<file path="src/rtl/spdif_pkg.sv">
// Shared S/PDIF subframe definitions: preamble and run types, slot positions.
// Used by both the transmit frame assembly stage and the BMC receive decoder.
package spdif_pkg;

    typedef enum logic [1:0] {
        PRE_B = 2'd0,
        PRE_M = 2'd1,
        PRE_W = 2'd2
    } preamble_t;

    typedef enum logic [1:0] {
        RUN_SHORT,
        RUN_LONG,
        RUN_TRIPLE,
        RUN_BAD
    } run_t;

    localparam int unsigned AUX_LO   = 4;
    localparam int unsigned AUDIO_LO = 8;
    localparam int unsigned AUDIO_W  = 20;
    localparam int unsigned SLOT_V   = 28;
    localparam int unsigned SLOT_U   = 29;
    localparam int unsigned SLOT_C   = 30;
    localparam int unsigned SLOT_P   = 31;

    // Slots 4..31 carry one decoded bit each.
    localparam int unsigned DATA_SLOTS = SLOT_P - AUX_LO + 1;

endpackage

</file>
<file path="src/rtl/bmc_run_classifier.sv">
// BMC front end: synchronizer, optional majority filter (GLITCH_FILTER_EN), edge detect,
// run-length counter with timeout, and SHORT/LONG/TRIPLE/BAD classification.
module bmc_run_classifier
    import spdif_pkg::*;
#(
    parameter int unsigned HALF_UI = 8
) (
    input  logic clk,
    input  logic rst,
    input  logic din,
    output logic run_valid,
    output run_t run
);

    localparam int unsigned TMO = (7 * HALF_UI) / 2;
    localparam int unsigned CW  = $clog2(TMO + 2);

    localparam logic [CW-1:0] LIM_SHORT  = CW'(HALF_UI / 2);
    localparam logic [CW-1:0] LIM_LONG   = CW'((3 * HALF_UI) / 2);
    localparam logic [CW-1:0] LIM_TRIPLE = CW'((5 * HALF_UI) / 2);
    localparam logic [CW-1:0] LIM_BAD    = CW'(TMO);
    localparam logic [CW-1:0] CNT_SAT    = CW'(TMO + 1);

    logic          sync1_q, sync2_q;
    logic          line;
    logic          line_prev_q;
    logic          edge_q;
    logic [CW-1:0] cnt_q;
    logic          timeout;

    always_ff @(posedge clk) begin
        if (rst) begin
            sync1_q <= 1'b0;
            sync2_q <= 1'b0;
        end else begin
            sync1_q <= din;
            sync2_q <= sync1_q;
        end
    end

`ifdef GLITCH_FILTER_EN
    logic [1:0] tap_q;
    logic       filt_q;

    always_ff @(posedge clk) begin
        if (rst) begin
            tap_q  <= 2'b00;
            filt_q <= 1'b0;
        end else begin
            tap_q  <= {tap_q[0], sync2_q};
            filt_q <= (sync2_q & tap_q[0]) | (sync2_q & tap_q[1]) | (tap_q[0] & tap_q[1]);
        end
    end

    assign line = filt_q;
`else
    assign line = sync2_q;
`endif

    // cnt_q holds the number of cycles since the last edge pulse; it parks one above the
    // timeout value so the timeout strobe fires exactly once per silent stretch.
    always_ff @(posedge clk) begin
        if (rst) begin
            line_prev_q <= 1'b0;
            edge_q      <= 1'b0;
            cnt_q       <= '0;
        end else begin
            line_prev_q <= line;
            edge_q      <= line ^ line_prev_q;
            if (edge_q) begin
                cnt_q <= CW'(1);
            end else if (cnt_q != CNT_SAT) begin
                cnt_q <= cnt_q + 1'b1;
            end
        end
    end

    assign timeout   = !edge_q && (cnt_q == LIM_BAD);
    assign run_valid = edge_q || timeout;

    always_comb begin
        run = RUN_BAD;
        if (edge_q) begin
            if (cnt_q >= LIM_SHORT && cnt_q < LIM_LONG) begin
                run = RUN_SHORT;
            end else if (cnt_q >= LIM_LONG && cnt_q < LIM_TRIPLE) begin
                run = RUN_LONG;
            end else if (cnt_q >= LIM_TRIPLE && cnt_q < LIM_BAD) begin
                run = RUN_TRIPLE;
            end
        end
    end

endmodule

</file>
<file path="src/rtl/bmc_subframe_decoder.sv">
// BMC subframe decoder: preamble detection, slot shift register, parity and sync tracking.
// Build option: define GLITCH_FILTER_EN to add a 3-tap majority filter to the front end.
module bmc_subframe_decoder
    import spdif_pkg::*;
#(
    parameter int unsigned HALF_UI = 8
) (
    input  logic        clk,
    input  logic        rst,
    input  logic        din,
    output logic [19:0] audio_out,
    output logic [3:0]  aux_out,
    output logic        v_out,
    output logic        u_out,
    output logic        c_out,
    output logic [1:0]  preamble,
    output logic        valid,
    output logic        parity_err,
    output logic        sync_err,
    output logic        locked
);

    typedef enum logic [1:0] {StHunt, StPre, StData, StWaitPre} state_t;

    logic run_valid;
    run_t run;

    bmc_run_classifier #(
        .HALF_UI(HALF_UI)
    ) u_classifier (
        .clk       (clk),
        .rst       (rst),
        .din       (din),
        .run_valid (run_valid),
        .run       (run)
    );

    state_t                state_q, state_d;
    logic [1:0]            pre_cnt_q, pre_cnt_d;
    run_t                  r0_q, r0_d, r1_q, r1_d;
    preamble_t             pre_type_q, pre_type_d;
    logic                  half_q, half_d;
    logic [4:0]            slot_q, slot_d;
    logic [DATA_SLOTS-1:0] sh_q, sh_d, shifted;

    logic [19:0]           audio_q, audio_d;
    logic [3:0]            aux_q, aux_d;
    logic                  v_q, v_d, u_q, u_d, c_q, c_d;
    preamble_t             pre_out_q, pre_out_d;
    logic                  valid_q, valid_d;
    logic                  perr_q, perr_d;
    logic                  serr_q, serr_d;
    logic                  locked_q, locked_d;

    logic                  bit_en, bit_val, frame_err;
    logic                  pre_match;
    preamble_t             pre_found;

    // Third preamble run has arrived: match the collected triple against B/M/W.
    always_comb begin
        pre_match = 1'b1;
        pre_found = PRE_B;
        if (r0_q == RUN_SHORT && r1_q == RUN_SHORT && run == RUN_TRIPLE) begin
            pre_found = PRE_B;
        end else if (r0_q == RUN_TRIPLE && r1_q == RUN_SHORT && run == RUN_SHORT) begin
            pre_found = PRE_M;
        end else if (r0_q == RUN_LONG && r1_q == RUN_SHORT && run == RUN_LONG) begin
            pre_found = PRE_W;
        end else begin
            pre_match = 1'b0;
        end
    end

    always_comb begin
        state_d    = state_q;
        pre_cnt_d  = pre_cnt_q;
        r0_d       = r0_q;
        r1_d       = r1_q;
        pre_type_d = pre_type_q;
        half_d     = half_q;
        slot_d     = slot_q;
        sh_d       = sh_q;
        audio_d    = audio_q;
        aux_d      = aux_q;
        v_d        = v_q;
        u_d        = u_q;
        c_d        = c_q;
        pre_out_d  = pre_out_q;
        valid_d    = 1'b0;
        perr_d     = perr_q;
        serr_d     = 1'b0;
        locked_d   = locked_q;
        bit_en     = 1'b0;
        bit_val    = 1'b0;
        frame_err  = 1'b0;
        shifted    = sh_q;

        unique case (state_q)
            StHunt: begin
                if (run_valid && run == RUN_TRIPLE) begin
                    state_d   = StPre;
                    pre_cnt_d = 2'd0;
                end
            end
            StPre: begin
                if (run_valid) begin
                    if (run == RUN_BAD) begin
                        state_d = StHunt;
                        serr_d  = locked_q;
                    end else if (pre_cnt_q == 2'd0) begin
                        r0_d      = run;
                        pre_cnt_d = 2'd1;
                    end else if (pre_cnt_q == 2'd1) begin
                        r1_d      = run;
                        pre_cnt_d = 2'd2;
                    end else if (pre_match) begin
                        state_d    = StData;
                        pre_type_d = pre_found;
                        slot_d     = 5'(AUX_LO);
                        half_d     = 1'b0;
                    end else begin
                        state_d = StHunt;
                        serr_d  = locked_q;
                    end
                end
            end
            StData: begin
                if (run_valid) begin
                    case (run)
                        RUN_LONG: begin
                            if (half_q) frame_err = 1'b1;
                            else        bit_en    = 1'b1;
                        end
                        RUN_SHORT: begin
                            if (half_q) begin
                                bit_en  = 1'b1;
                                bit_val = 1'b1;
                                half_d  = 1'b0;
                            end else begin
                                half_d  = 1'b1;
                            end
                        end
                        default: frame_err = 1'b1;
                    endcase
                end
            end
            StWaitPre: begin
                // The edge closing slot 31 opened the next preamble; its first run is here.
                if (run_valid) begin
                    if (run == RUN_TRIPLE) begin
                        state_d   = StPre;
                        pre_cnt_d = 2'd0;
                    end else begin
                        state_d = StHunt;
                        serr_d  = 1'b1;
                    end
                end
            end
        endcase

        if (frame_err) begin
            state_d = StHunt;
            serr_d  = 1'b1;
        end

        if (bit_en) begin
            shifted = {bit_val, sh_q[DATA_SLOTS-1:1]};
            sh_d    = shifted;
            if (slot_q == 5'(SLOT_P)) begin
                state_d   = StWaitPre;
                valid_d   = 1'b1;
                locked_d  = 1'b1;
                aux_d     = shifted[0 +: 4];
                audio_d   = shifted[AUDIO_LO - AUX_LO +: AUDIO_W];
                v_d       = shifted[SLOT_V - AUX_LO];
                u_d       = shifted[SLOT_U - AUX_LO];
                c_d       = shifted[SLOT_C - AUX_LO];
                pre_out_d = pre_type_q;
                perr_d    = ^shifted;
            end else begin
                slot_d = slot_q + 5'd1;
            end
        end

        if (serr_d) begin
            locked_d = 1'b0;
        end
    end

    always_ff @(posedge clk) begin
        if (rst) begin
            state_q    <= StHunt;
            pre_cnt_q  <= 2'd0;
            r0_q       <= RUN_SHORT;
            r1_q       <= RUN_SHORT;
            pre_type_q <= PRE_B;
            half_q     <= 1'b0;
            slot_q     <= 5'd0;
            sh_q       <= '0;
            audio_q    <= '0;
            aux_q      <= '0;
            v_q        <= 1'b0;
            u_q        <= 1'b0;
            c_q        <= 1'b0;
            pre_out_q  <= PRE_B;
            valid_q    <= 1'b0;
            perr_q     <= 1'b0;
            serr_q     <= 1'b0;
            locked_q   <= 1'b0;
        end else begin
            state_q    <= state_d;
            pre_cnt_q  <= pre_cnt_d;
            r0_q       <= r0_d;
            r1_q       <= r1_d;
            pre_type_q <= pre_type_d;
            half_q     <= half_d;
            slot_q     <= slot_d;
            sh_q       <= sh_d;
            audio_q    <= audio_d;
            aux_q      <= aux_d;
            v_q        <= v_d;
            u_q        <= u_d;
            c_q        <= c_d;
            pre_out_q  <= pre_out_d;
            valid_q    <= valid_d;
            perr_q     <= perr_d;
            serr_q     <= serr_d;
            locked_q   <= locked_d;
        end
    end

    assign audio_out  = audio_q;
    assign aux_out    = aux_q;
    assign v_out      = v_q;
    assign u_out      = u_q;
    assign c_out      = c_q;
    assign preamble   = pre_out_q;
    assign valid      = valid_q;
    assign parity_err = perr_q;
    assign sync_err   = serr_q;
    assign locked     = locked_q;

endmodule

</file>
<file path="config.mk">
export PLATFORM = sky130hd
export DESIGN_NAME = bmc_subframe_decoder
export DESIGN_NICKNAME = d
export VERILOG_FILES = /design/src/rtl/spdif_pkg.sv /design/src/rtl/bmc_run_classifier.sv /design/src/rtl/bmc_subframe_decoder.sv
export SDC_FILE = /design/constraint.sdc
export NUM_CORES = 1
export LEC_CHECK = 0
export CAP_MARGIN = 20
export CORE_UTILIZATION = 47
export CTS_CLUSTER_SIZE = 12
export DETAILED_ROUTE_END_ITERATION = 6
export PLACE_DENSITY = 0.82
export SYNTH_ARGS = -nofsm -noshare
export SYNTH_HDL_FRONTEND = slang
export SYNTH_SLANG_ARGS = --single-unit
export TNS_END_PERCENT = 10
</file>
<file path="constraint.sdc">
create_clock -name clk -period 2.3 [get_ports clk]
set_input_delay 0.345 -clock clk [delete_from_list [all_inputs] [get_ports clk]]
set_output_delay 0.345 -clock clk [all_outputs]
set_load 0.05 [all_outputs]
</file>
==> key figures <==
Clock tree
  – Worst skew pair latency: 0.37 ns
  – CTS tree: yes
  – Clock Tree Buf Depth: 2
  – CTS H-tree lvls: 3
  – Clock tree sinks: 85
  – Total CTS buffers: 9
  – Root Buffer: clkbuf_8
  – Hold_buf cts: 0
  – Clock slew at reported path FFs: 0.09 ns

Synthesis
  – Synth unique cells: 51
  – Most common cell in the netlist: dfxtp_1
  – Syn Inst Count: 420
  – Synth Area in Adders: 2.37%
  – Compound-Gate Fraction of Synth Area: 10.9%
  – Simple-Gate Fraction of Synth Area: 20.9%
  – Syn_nets: 430
  – Top-area cell type share of the netlist area: 46.0%
  – Syn Std Cell Area: 3700 um2
  – Mux contribution to synthesized area: 8.19%
  – Synth warnings: 0
  – Xor/xnor cell area share of the yosys netlist: 7.85%
  – Area leader, netlist: dfxtp_1
  – Main combinational cell family by area after synthesis: simple AND/OR/NAND/NOR gates
  – Area contributors post-synth: dfxtp_1 (46%), mux2i_1 (7.6%), nand2_1 (7.4%), xnor2_1 (5.7%), nor2_1 (5.5%)
  – Main synth FF type: dfxtp_1
  – Register area share after synthesis: 46.0%
  – Number of enable flip-flop cells after synthesis: 0
  – Ys async rst share: 0%
  – Synth Register Bits: 85
  – Syn Area/Cell: 8.80 um2
  – Post-synth top cells: dfxtp_1 (85), nand2_1 (73), nor2_1 (54)

Detailed routing
  – # DRC: 0
  – Routed vias: 3015
  – WL/cell: 13.1 um
  – Drt via density: 5.26
  – Post-route ant nets: 0
  – Wirelength, routed: 7.49 mm
  – Drt pass-1 iters: 4
  – Initial DRC count: 142

Worst setup path
  – Worst setup path startpoint: u_classifier.cnt_q[0]
  – Slowest CP cell: or3_1
  – Crit path required time: 2.60 ns
  – Crit Path Class: reg -> reg
  – Startpoint types: register
  – Origin of the critical flop-to-flop path: u_classifier.cnt_q[0]
  – Crit Path Max Fanout: 6
  – Critical Path End Type: register
  – Flop2flop setup slack: 0.04 ns
  – Worst Reg-to-Reg Cells: 9
  – Worst Path Arrival: 2.56 ns
  – Worst-path cell chain: inv_1 > ha_2 > a211o_1 > o311ai_2 > buf_4 > mux2i_4 > nand3_2 > or3_1 > a21oi_1
  – CP peak stage delay: 0.37 ns

Power
  – Pwr Density: 576 nW/um2
  – Pleak: 1.56 nW
  – Max IR drop VDD: 319 uV
  – Total Power: 2.60 mW

Min path
  – Hold crit path type: in -> reg
  – Hold Startpoint: rst
  – Hold depth: 2

Floorplanning
  – Site row count: 31
  – Die footprint: 8230 um2
  – Die W: 90.7 um
  – Starting Density: 49.9%
  – I/O pin cnt: 36
  – Core ar.: 7410 um2
  – Die Y: 90.7 um

Final layout
  – Fillers: 646
  – Sequential Area: 1710 um2
  – Multi-input gate area: 1880 um2
  – Layout cell share with drive strength beyond 1: 12.9%
  – Antenna cell count: 0
  – Layout Nets: 479
  – Synthesis-to-layout area growth: 22.2%

Timing
  – Period utilization: 98.3%
  – Tmin final: 2.26 ns
  – Setup TNS: 0 ns
  – Fin Clk Skew: 0.00777 ns
  – RSZ-0062 raised after global routing: yes
  – Final Max Slew Viols: 0
  – Worst-Margin Slew: 0.545 ns
  – Final Hold Fails: 0
  – # setup viols final: 0
  – Rel. slew slack: 63.5%
  – Fmax: 442 MHz

Run status
  – Status: complete, no violations

Global routing
  – Total track usage: 19.1%
  – Grt total ovfl: 0
  – Largest net degree at the start of global routing: 36
  – Initial antenna violation count: 0
  – Vias in the first global route: 2869
  – First-pass GRT wire length: 12.7 mm

Placed design
  – Post-DP HPWL: 5.13 mm
  – I/O Buffers: 35
  – RePlAce Congestion: 0.836

Flow run
  – Max Cap Violations: 0
[cell usage in the layout, fill, tap and decap left out, types with 3 or more instances in the layout]
cell type and n:
dfxtp_1 82, nand2_1 73, nor2_1 54, a21oi_1 40, clkdlybuf4s50_1 34, mux2i_1 28, xnor2_1 24, buf_4 24
nor3_1 11, clkbuf_8 11, ha_1 6, inv_1 5, a31oi_1 5, xor2_1 4, nand2b_1 3, nand4_1 3
o21ai_0 3, nor4_1 3, nor2b_1 3, a211oi_1 3, buf_12 3, dfxtp_2 3
[metrics by stage]
step | setup WS (ns) | hold WS (ns) | instances | util [%] | area, um2
2_1_floorplan | -0.0353 | 0.414 | 420 | - | 3710
5_1_grt | -0.0290 | 0.466 | 573 | 61.0 | 4520
6_report | 0.0382 | 0.442 | 573 | 61.0 | 4520
3_5_place_dp | -0.0406 | 0.443 | 553 | 57.7 | 4270
4_1_cts | 0.00741 | 0.435 | 573 | 60.7 | 4500
3_3_place_gp | 0.0815 | 0.422 | 553 | 57.7 | 4270
[metal layers]
| layer | vias to the layer above | share of wire, % | wire [um] | track usage [%] |
|---|---|---|---|---|
| li1 | 1516 | - | - | - |
| met1 | 1417 | 44 | 3310 | 23.1 |
| met2 | 72 | 49 | 3700 | 31.7 |
| met3 | 10 | 4.5 | 338 | 3.37 |
| met4 | 0 | 1.9 | 144 | 11.4 |
| met5 | - | 0 | 0 | 0 |
[critical path: cells and delay by family, from the launching register on]
| kind | cells | cell delay (ns) |
|---|---|---|
| buffers and inverters | 2 | 0.27 |
| AOI/OAI and AO/OA | 3 | 0.66 |
| adders and majority gates | 1 | 0.18 |
| and+or+nand+nor | 2 | 0.49 |
| muxes | 1 | 0.26 |
| DFF | 1 | 0.33 |
[flip-flops by register name (all words and copies together) (netlist names), 2 cells and up]
| name | count |
|---|---|
| pre_cnt_q | 2 |
| r1_q | 2 |
| audio_out | 20 |
| preamble | 2 |
| pre_type_q | 2 |
| state_q | 2 |
| aux_out | 4 |
| u_classifier.cnt_q | 5 |
| slot_q | 5 |
| r0_q | 2 |
| sh_q | 27 |
[report_power, final]
part           switching [mW]  internal (mW)
sequential            0.00482           1.48
clock                   0.554          0.464
combinational          0.0607         0.0407
total                   0.620           1.98
[worst paths after layout]
kind	endpoint
worst min-delay path	sh_q[17]
worst max register to register	pre_type_q[1]
worst max-delay path	pre_type_q[1]
worst min register to register	audio_out[18]
[what timing repair did]
action                     in CTS  in global routing
gates resized for setup         2                  6
setup buffers                   4                  0
pin swaps                       5                  1
setup endpoints to repair       7                 63
[cell type report]
| cell class | count | area share (%) |
|---|---|---|
| Clock buffer | 11 | 3.35 |
| Clock inverter | 5 | 0.914 |
| Inverter | 5 | 0.415 |
| Multi-Input combinational cell | 305 | 41.6 |
| Sequential cell | 85 | 37.7 |
| Tap cell | 99 | 2.74 |
| Timing Repair Buffer | 63 | 13.2 |
[kinds of logic after synthesis]
family,Yosys count
DFF,85
muxes,29
adders and majority gates,7
buffers and inverters,30
and+or+nand+nor,172
AOI/OAI and AO/OA,67
xor gates and xnor gates,30
Power figures use the tool's default switching activity.
